**src/rtl/mem_storebuffer_pkg.sv**
```systemverilog
// ============================================================================
// Module   : mem_storebuffer_pkg
// Purpose  : Shared defaults and pointer-width helper for the store buffer.
// Revision : 1.0 - initial release
// ============================================================================
`default_nettype none

package mem_storebuffer_pkg;

   localparam int SB_DEPTH = 4;
   localparam int SB_AW    = 32;
   localparam int SB_DW    = 32;

   // Index bits plus one wrap bit so full and empty are distinguishable.
   function automatic int sb_ptr_w(input int depth);
      return $clog2(depth) + 1;
   endfunction

endpackage

`default_nettype wire

```
**src/rtl/mem_storebuffer_fwd_match.sv**
```systemverilog
// ============================================================================
// Module   : mem_storebuffer_fwd_match
// Purpose  : DEPTH-way address compare over occupied entries; youngest match wins.
// Revision : 1.0 - initial release
// ============================================================================
`default_nettype none

module mem_storebuffer_fwd_match #(
   parameter int DEPTH = 4,
   parameter int AW    = 32,
   parameter int DW    = 32
)(
   input  logic [$clog2(DEPTH)-1:0]    head_idx,
   input  logic [$clog2(DEPTH):0]      count,
   input  logic [DEPTH-1:0][AW-1:0]    ent_addr,
   input  logic [DEPTH-1:0][DW-1:0]    ent_data,
   input  logic [DEPTH-1:0][DW/8-1:0]  ent_strb,
   input  logic [AW-1:0]               fwd_addr,
   output logic                        fwd_hit,
   output logic [DW-1:0]               fwd_data,
   output logic [DW/8-1:0]             fwd_strb
);

   localparam int c_IDX_W = $clog2(DEPTH);

   logic [c_IDX_W-1:0] w_idx;

   // Walk from oldest to youngest so a later match overrides an earlier one.
   always_comb begin
      fwd_hit  = 1'b0;
      fwd_data = '0;
      fwd_strb = '0;
      w_idx    = '0;
      for (int k = 0; k < DEPTH; k++) begin
         w_idx = head_idx + c_IDX_W'(k);
         if ((k < int'(count)) && (ent_addr[w_idx] == fwd_addr)) begin
            fwd_hit  = 1'b1;
            fwd_data = ent_data[w_idx];
            fwd_strb = ent_strb[w_idx];
         end
      end
   end

endmodule

`default_nettype wire

```
**src/rtl/mem_storebuffer.sv**
```systemverilog
// ============================================================================
// Module   : mem_storebuffer
// Purpose  : In-order store buffer with speculative/committed split and dmem drain.
//            Define STOREBUFFER_FWD_EN to add store-to-load forwarding ports.
// Revision : 1.0 - initial release
// ============================================================================
`default_nettype none

module mem_storebuffer
   import mem_storebuffer_pkg::*;
#(
   parameter int DEPTH = SB_DEPTH,
   parameter int AW    = SB_AW,
   parameter int DW    = SB_DW
)(
   input  logic                   clk,
   input  logic                   reset,
   input  logic                   s_valid,
   input  logic [AW-1:0]          s_addr,
   input  logic [DW-1:0]          s_data,
   input  logic [DW/8-1:0]        s_strb,
   output logic                   s_ready,
   input  logic                   commit_valid,
   input  logic                   bco_valid,
   input  logic                   snoop_hit,
   output logic                   dmem_valid,
   output logic [AW-1:0]          dmem_addr,
   output logic [DW-1:0]          dmem_data,
   output logic [DW/8-1:0]        dmem_strb,
   input  logic                   dmem_ready,
   output logic                   sb_empty,
   output logic [$clog2(DEPTH):0] sb_count
`ifdef STOREBUFFER_FWD_EN
   ,
   input  logic [AW-1:0]          fwd_addr,
   output logic                   fwd_hit,
   output logic [DW-1:0]          fwd_data,
   output logic [DW/8-1:0]        fwd_strb
`endif
);

   localparam int c_IDX_W = $clog2(DEPTH);
   localparam int c_PTR_W = sb_ptr_w(DEPTH);

   logic [c_PTR_W-1:0]         r_head;
   logic [c_PTR_W-1:0]         r_cmt;
   logic [c_PTR_W-1:0]         r_tail;
   logic [DEPTH-1:0][AW-1:0]   r_addr;
   logic [DEPTH-1:0][DW-1:0]   r_data;
   logic [DEPTH-1:0][DW/8-1:0] r_strb;

   logic [c_PTR_W-1:0]         w_count;
   logic [c_PTR_W-1:0]         w_cmt_next;
   logic                       w_full;
   logic                       w_flush;
   logic                       w_enq;
   logic                       w_commit;
   logic                       w_drain;
   logic                       w_dmem_valid;

   assign w_count      = r_tail - r_head;
   assign w_full       = (w_count == c_PTR_W'(DEPTH));
   assign w_flush      = bco_valid | snoop_hit;
   assign w_enq        = s_valid & ~w_full & ~w_flush;
   assign w_commit     = commit_valid & (r_cmt != r_tail);
   assign w_dmem_valid = (r_head != r_cmt);
   assign w_drain      = w_dmem_valid & dmem_ready;
   assign w_cmt_next   = r_cmt + c_PTR_W'(w_commit);

   always_ff @(posedge clk) begin
      if (reset) begin
         r_head <= '0;
         r_cmt  <= '0;
         r_tail <= '0;
      end else begin
         r_head <= r_head + c_PTR_W'(w_drain);
         r_cmt  <= w_cmt_next;
         // A flush keeps anything committed this very cycle.
         if (w_flush)
            r_tail <= w_cmt_next;
         else
            r_tail <= r_tail + c_PTR_W'(w_enq);
      end
   end

   always_ff @(posedge clk) begin
      if (w_enq) begin
         r_addr[r_tail[c_IDX_W-1:0]] <= s_addr;
         r_data[r_tail[c_IDX_W-1:0]] <= s_data;
         r_strb[r_tail[c_IDX_W-1:0]] <= s_strb;
      end
   end

   assign s_ready    = ~w_full;
   assign sb_count   = w_count;
   assign sb_empty   = (r_head == r_tail);
   assign dmem_valid = w_dmem_valid;
   assign dmem_addr  = r_addr[r_head[c_IDX_W-1:0]];
   assign dmem_data  = r_data[r_head[c_IDX_W-1:0]];
   assign dmem_strb  = r_strb[r_head[c_IDX_W-1:0]];

   a_commit_needs_spec: assert property (@(posedge clk) disable iff (reset)
      !(commit_valid && (r_cmt == r_tail)));

`ifdef STOREBUFFER_FWD_EN
   mem_storebuffer_fwd_match #(
      .DEPTH (DEPTH),
      .AW    (AW),
      .DW    (DW)
   ) u_fwd_match (
      .head_idx (r_head[c_IDX_W-1:0]),
      .count    (w_count),
      .ent_addr (r_addr),
      .ent_data (r_data),
      .ent_strb (r_strb),
      .fwd_addr (fwd_addr),
      .fwd_hit  (fwd_hit),
      .fwd_data (fwd_data),
      .fwd_strb (fwd_strb)
   );
`endif

endmodule

`default_nettype wire

```
**config.mk**
```make
export PLATFORM = sky130hd
export DESIGN_NAME = mem_storebuffer
export DESIGN_NICKNAME = d
export VERILOG_FILES = /design/src/rtl/mem_storebuffer_pkg.sv /design/src/rtl/mem_storebuffer_fwd_match.sv /design/src/rtl/mem_storebuffer.sv
export SDC_FILE = /design/constraint.sdc
export NUM_CORES = 1
export LEC_CHECK = 0
export CAP_MARGIN = 15
export CORE_UTILIZATION = 40
export CTS_CLUSTER_SIZE = 16
export DETAILED_ROUTE_END_ITERATION = 8
export GPL_TIMING_DRIVEN = 0
export SYNTH_ARGS = -nofsm -noshare
export SYNTH_HDL_FRONTEND = slang
export SYNTH_SLANG_ARGS = --single-unit
export TNS_END_PERCENT = 50
```
**constraint.sdc**
```tcl
create_clock -name clk -period 8.2 [get_ports clk]
set_input_delay 2.46 -clock clk [delete_from_list [all_inputs] [get_ports clk]]
set_output_delay 2.46 -clock clk [all_outputs]
set_load 0.02 [all_outputs]
```
==> flow_summary.ini <==
[outcome]
status = completed

[critical_path]
required_ps = 5740
critPathMaxFanout = 10
path_class = register to primary output
r2r-end = r_data[112]$_DFFE_PP_
r2r-start = r_tail[0]$_SDFF_PP0_
reg2reg_depth = 9
start_kind = register
end_kind = primary output
worstPathArrival_ps = 3050
r2r_setup_slack_ps = 4780

[synth]
syn-cell-area_sq_mm = 0.0104
ys_ff_latch = 281
syn_nets = 503
synth_top_cell_by_area = edfxtp_1
yosysWarnings = 0
synth_cell_type_count = 27
netlist_instances = 419
synthTopCellsByArea = edfxtp_1, mux4_2, dfxtp_1, ha_1, xnor2_1
ys_seq_area_share_pct = 80.3
synth_top_area_share_pct = 78.6
avgSynthCellArea_sq_um = 24.8

[worst_hold_path]
min_to = r_head[2]$_SDFF_PP0_
hp-class = register to register
worstHoldPathCells = 3
min-delay-start = r_head[2]$_SDFF_PP0_

[placement]
post_dp_cell_area_sq_mm = 0.0126
gp_congestion = 0.733
pre_cts_ws_ps = 2850
dp_hpwl_um = 14200
portBuffers = 148

[detailed_routing]
vias = 4903
detail-route-antenna-nets = 0
drc = 0
routedWlPerCell_um = 20.8
drt_first_iter_violations = 216
drt_wl_total_um = 20400
first_pass_iters = 4
vias_per_cell = 4.99

[sta]
post-route-min-period_ps = 5510
rsz0062_at_grt = false
fin_skew_ps = 22.8
final.period_utilization_pct = 67.1
tightest_slew_ps = 851
setup_viol = 0
finalMaxSlewViolations = 0
relSlewSlack_pct = 43.0
fin_ws_ps = 2690
hold_viol = 0
max_clock_freq_ghz = 0.182

[floorplanning]
pin_count = 149
core.rowCount = 58
die-area_sq_mm = 0.0266
die_h_um = 163
start_util_pct = 41.0
die_w_um = 163
core_sq_mm = 0.0253

[clock_network]
cts-resized-gates = 0
cts_max_level = 1
clkTransAtPathRegs_ps = 60
cts_buffer_depth = 3
cts_tree = built
cts_made_buffers = 30
holdBufCountCts = 0
root_buffer = clkbuf_16
cts.sinks = 281
worstSkewPairLatency_ps = 550
post_cts_buffers = 0

[finish]
fin_nets = 714
drive_gt1_share_pct = 25.2
finalInstanceArea_sq_mm = 0.0136
diodes = 0
area_growth_pct = 31.1
postLayoutCoreUtil_pct = 53.8
fillers = 1961

[global_route]
grt_max_degree = 16
antenna_found_initial = 0
grt_pass1_vias = 5337
grt_usage_pct = 15.6
overflow = 0
grt_pass1_wl_um = 31000

[pwr]
power_mw = 3.86
powerDensity_mw_per_mm2 = 283
p_leak_nw = 4.39
ir_drop_v = 0.000165

[job]
cap_violations = 0
## placed cells by master (no fill, tap or decap), types with 2 or more instances in the layout
cell type,n
a21oi_1,2
buf_2,7
buf_4,7
buf_6,26
buf_8,3
bufinv_16,3
clkbuf_1,9
clkbuf_16,30
clkdlybuf4s50_1,148
clkinv_1,4
clkinv_2,2
clkinv_4,3
clkinvlp_4,6
dfxtp_1,9
edfxtp_1,272
ha_1,8
inv_1,6
mux4_2,68
nand2_1,3
nor2_1,3
nor2b_1,5
nor3_2,4
o21ai_0,2
xnor2_1,7
xor2_1,3
## power by group
part	total (mW)	internal, mW	switching [mW]	leakage [nW]
Sequential	1.65	1.63	0.0173	2.53
Clock	1.31	0.770	0.541	0.457
Combinational	0.905	0.474	0.431	1.40
## sequential cells by signal (all words and copies together) (netlist names)
signal  cells
r_addr    128
r_tail      3
r_data    128
r_cmt       3
r_head      3
r_strb     16
## layer usage
layer	vias up	global-route usage (%)	share of wire, %
met4	0	4.67	1.9
met5	-	0	0
met1	2558	20.4	42
met2	119	26.5	51
li1	2199	-	-
met3	27	2.97	5.4
## per-stage QoR
step,instances,hold WS (ps),TNS (ps)
final,982,618,0
after global routing,982,660,0
after CTS,982,624,0
after detailed placement,928,609,0
after global placement,897,584,-1293780
after floorplan,419,560,0
## cell usage after synthesis (all sizes together)
cell and number:
a21bo 1, a21oi 2, and2 2, and3 1, buf 12, clkbuf 5
dfxtp 9, edfxtp 272, fa 1, ha 8, inv 6, mux2i 1
mux4 68, nand2 3, nand3 1, nor2 3, nor2b 5, nor3 4
nor3b 1, o21ai 2, o31a 1, xnor2 7, xor2 3, xor3 1
## final cells by class
class / instances / area [sq um] / area share [%]
plain buffers: 17 / 106 / 0.780
clock buffers: 34 / 766 / 5.62
clock inverters: 20 / 214 / 1.57
inverters: 6 / 22.5 / 0.165
multi-input cells: 115 / 1940 / 14.2
flip-flops and latches: 281 / 8350 / 61.3
well taps: 330 / 413 / 3.03
repair buffers: 179 / 1820 / 13.3
## cells by family after synthesis
logic type                 after synthesis  synth area share (%)
buffers and inverters                   23                  1.24
xor gates and xnor gates                11                  1.08
muxes                                   69                  14.8
and+or+nand+nor                         20                  1.02
DFF                                    281                  80.3
AOI/OAI and AO/OA                        6                 0.373
adders and majority gates                9                  1.16
## critical path, stage by stage, from the launching register on
cell             delay, ps
dfxtp_1                390
buf_2                  300
buf_2                  340
buf_2                  350
inv_1                   80
ha_1                   270
and3_1                 140
clkdlybuf4s50_1        620
## worst max-delay path by stage
stage                               from                    end  slack (ps)  cells after the start
CTS                 r_head[1]$_SDFF_PP0_               sb_empty        2600                      7
global route        r_head[1]$_SDFF_PP0_               sb_empty        2490                      7
floorplan                      snoop_hit  r_addr[100]$_DFFE_PP_         130                      3
finish              r_head[1]$_SDFF_PP0_               sb_empty        2690                      7
detailed placement             snoop_hit  r_data[106]$_DFFE_PP_        2850                      7
global placement               snoop_hit   r_data[10]$_DFFE_PP_       -4790                      4
(Power assumes the default switching activity.)
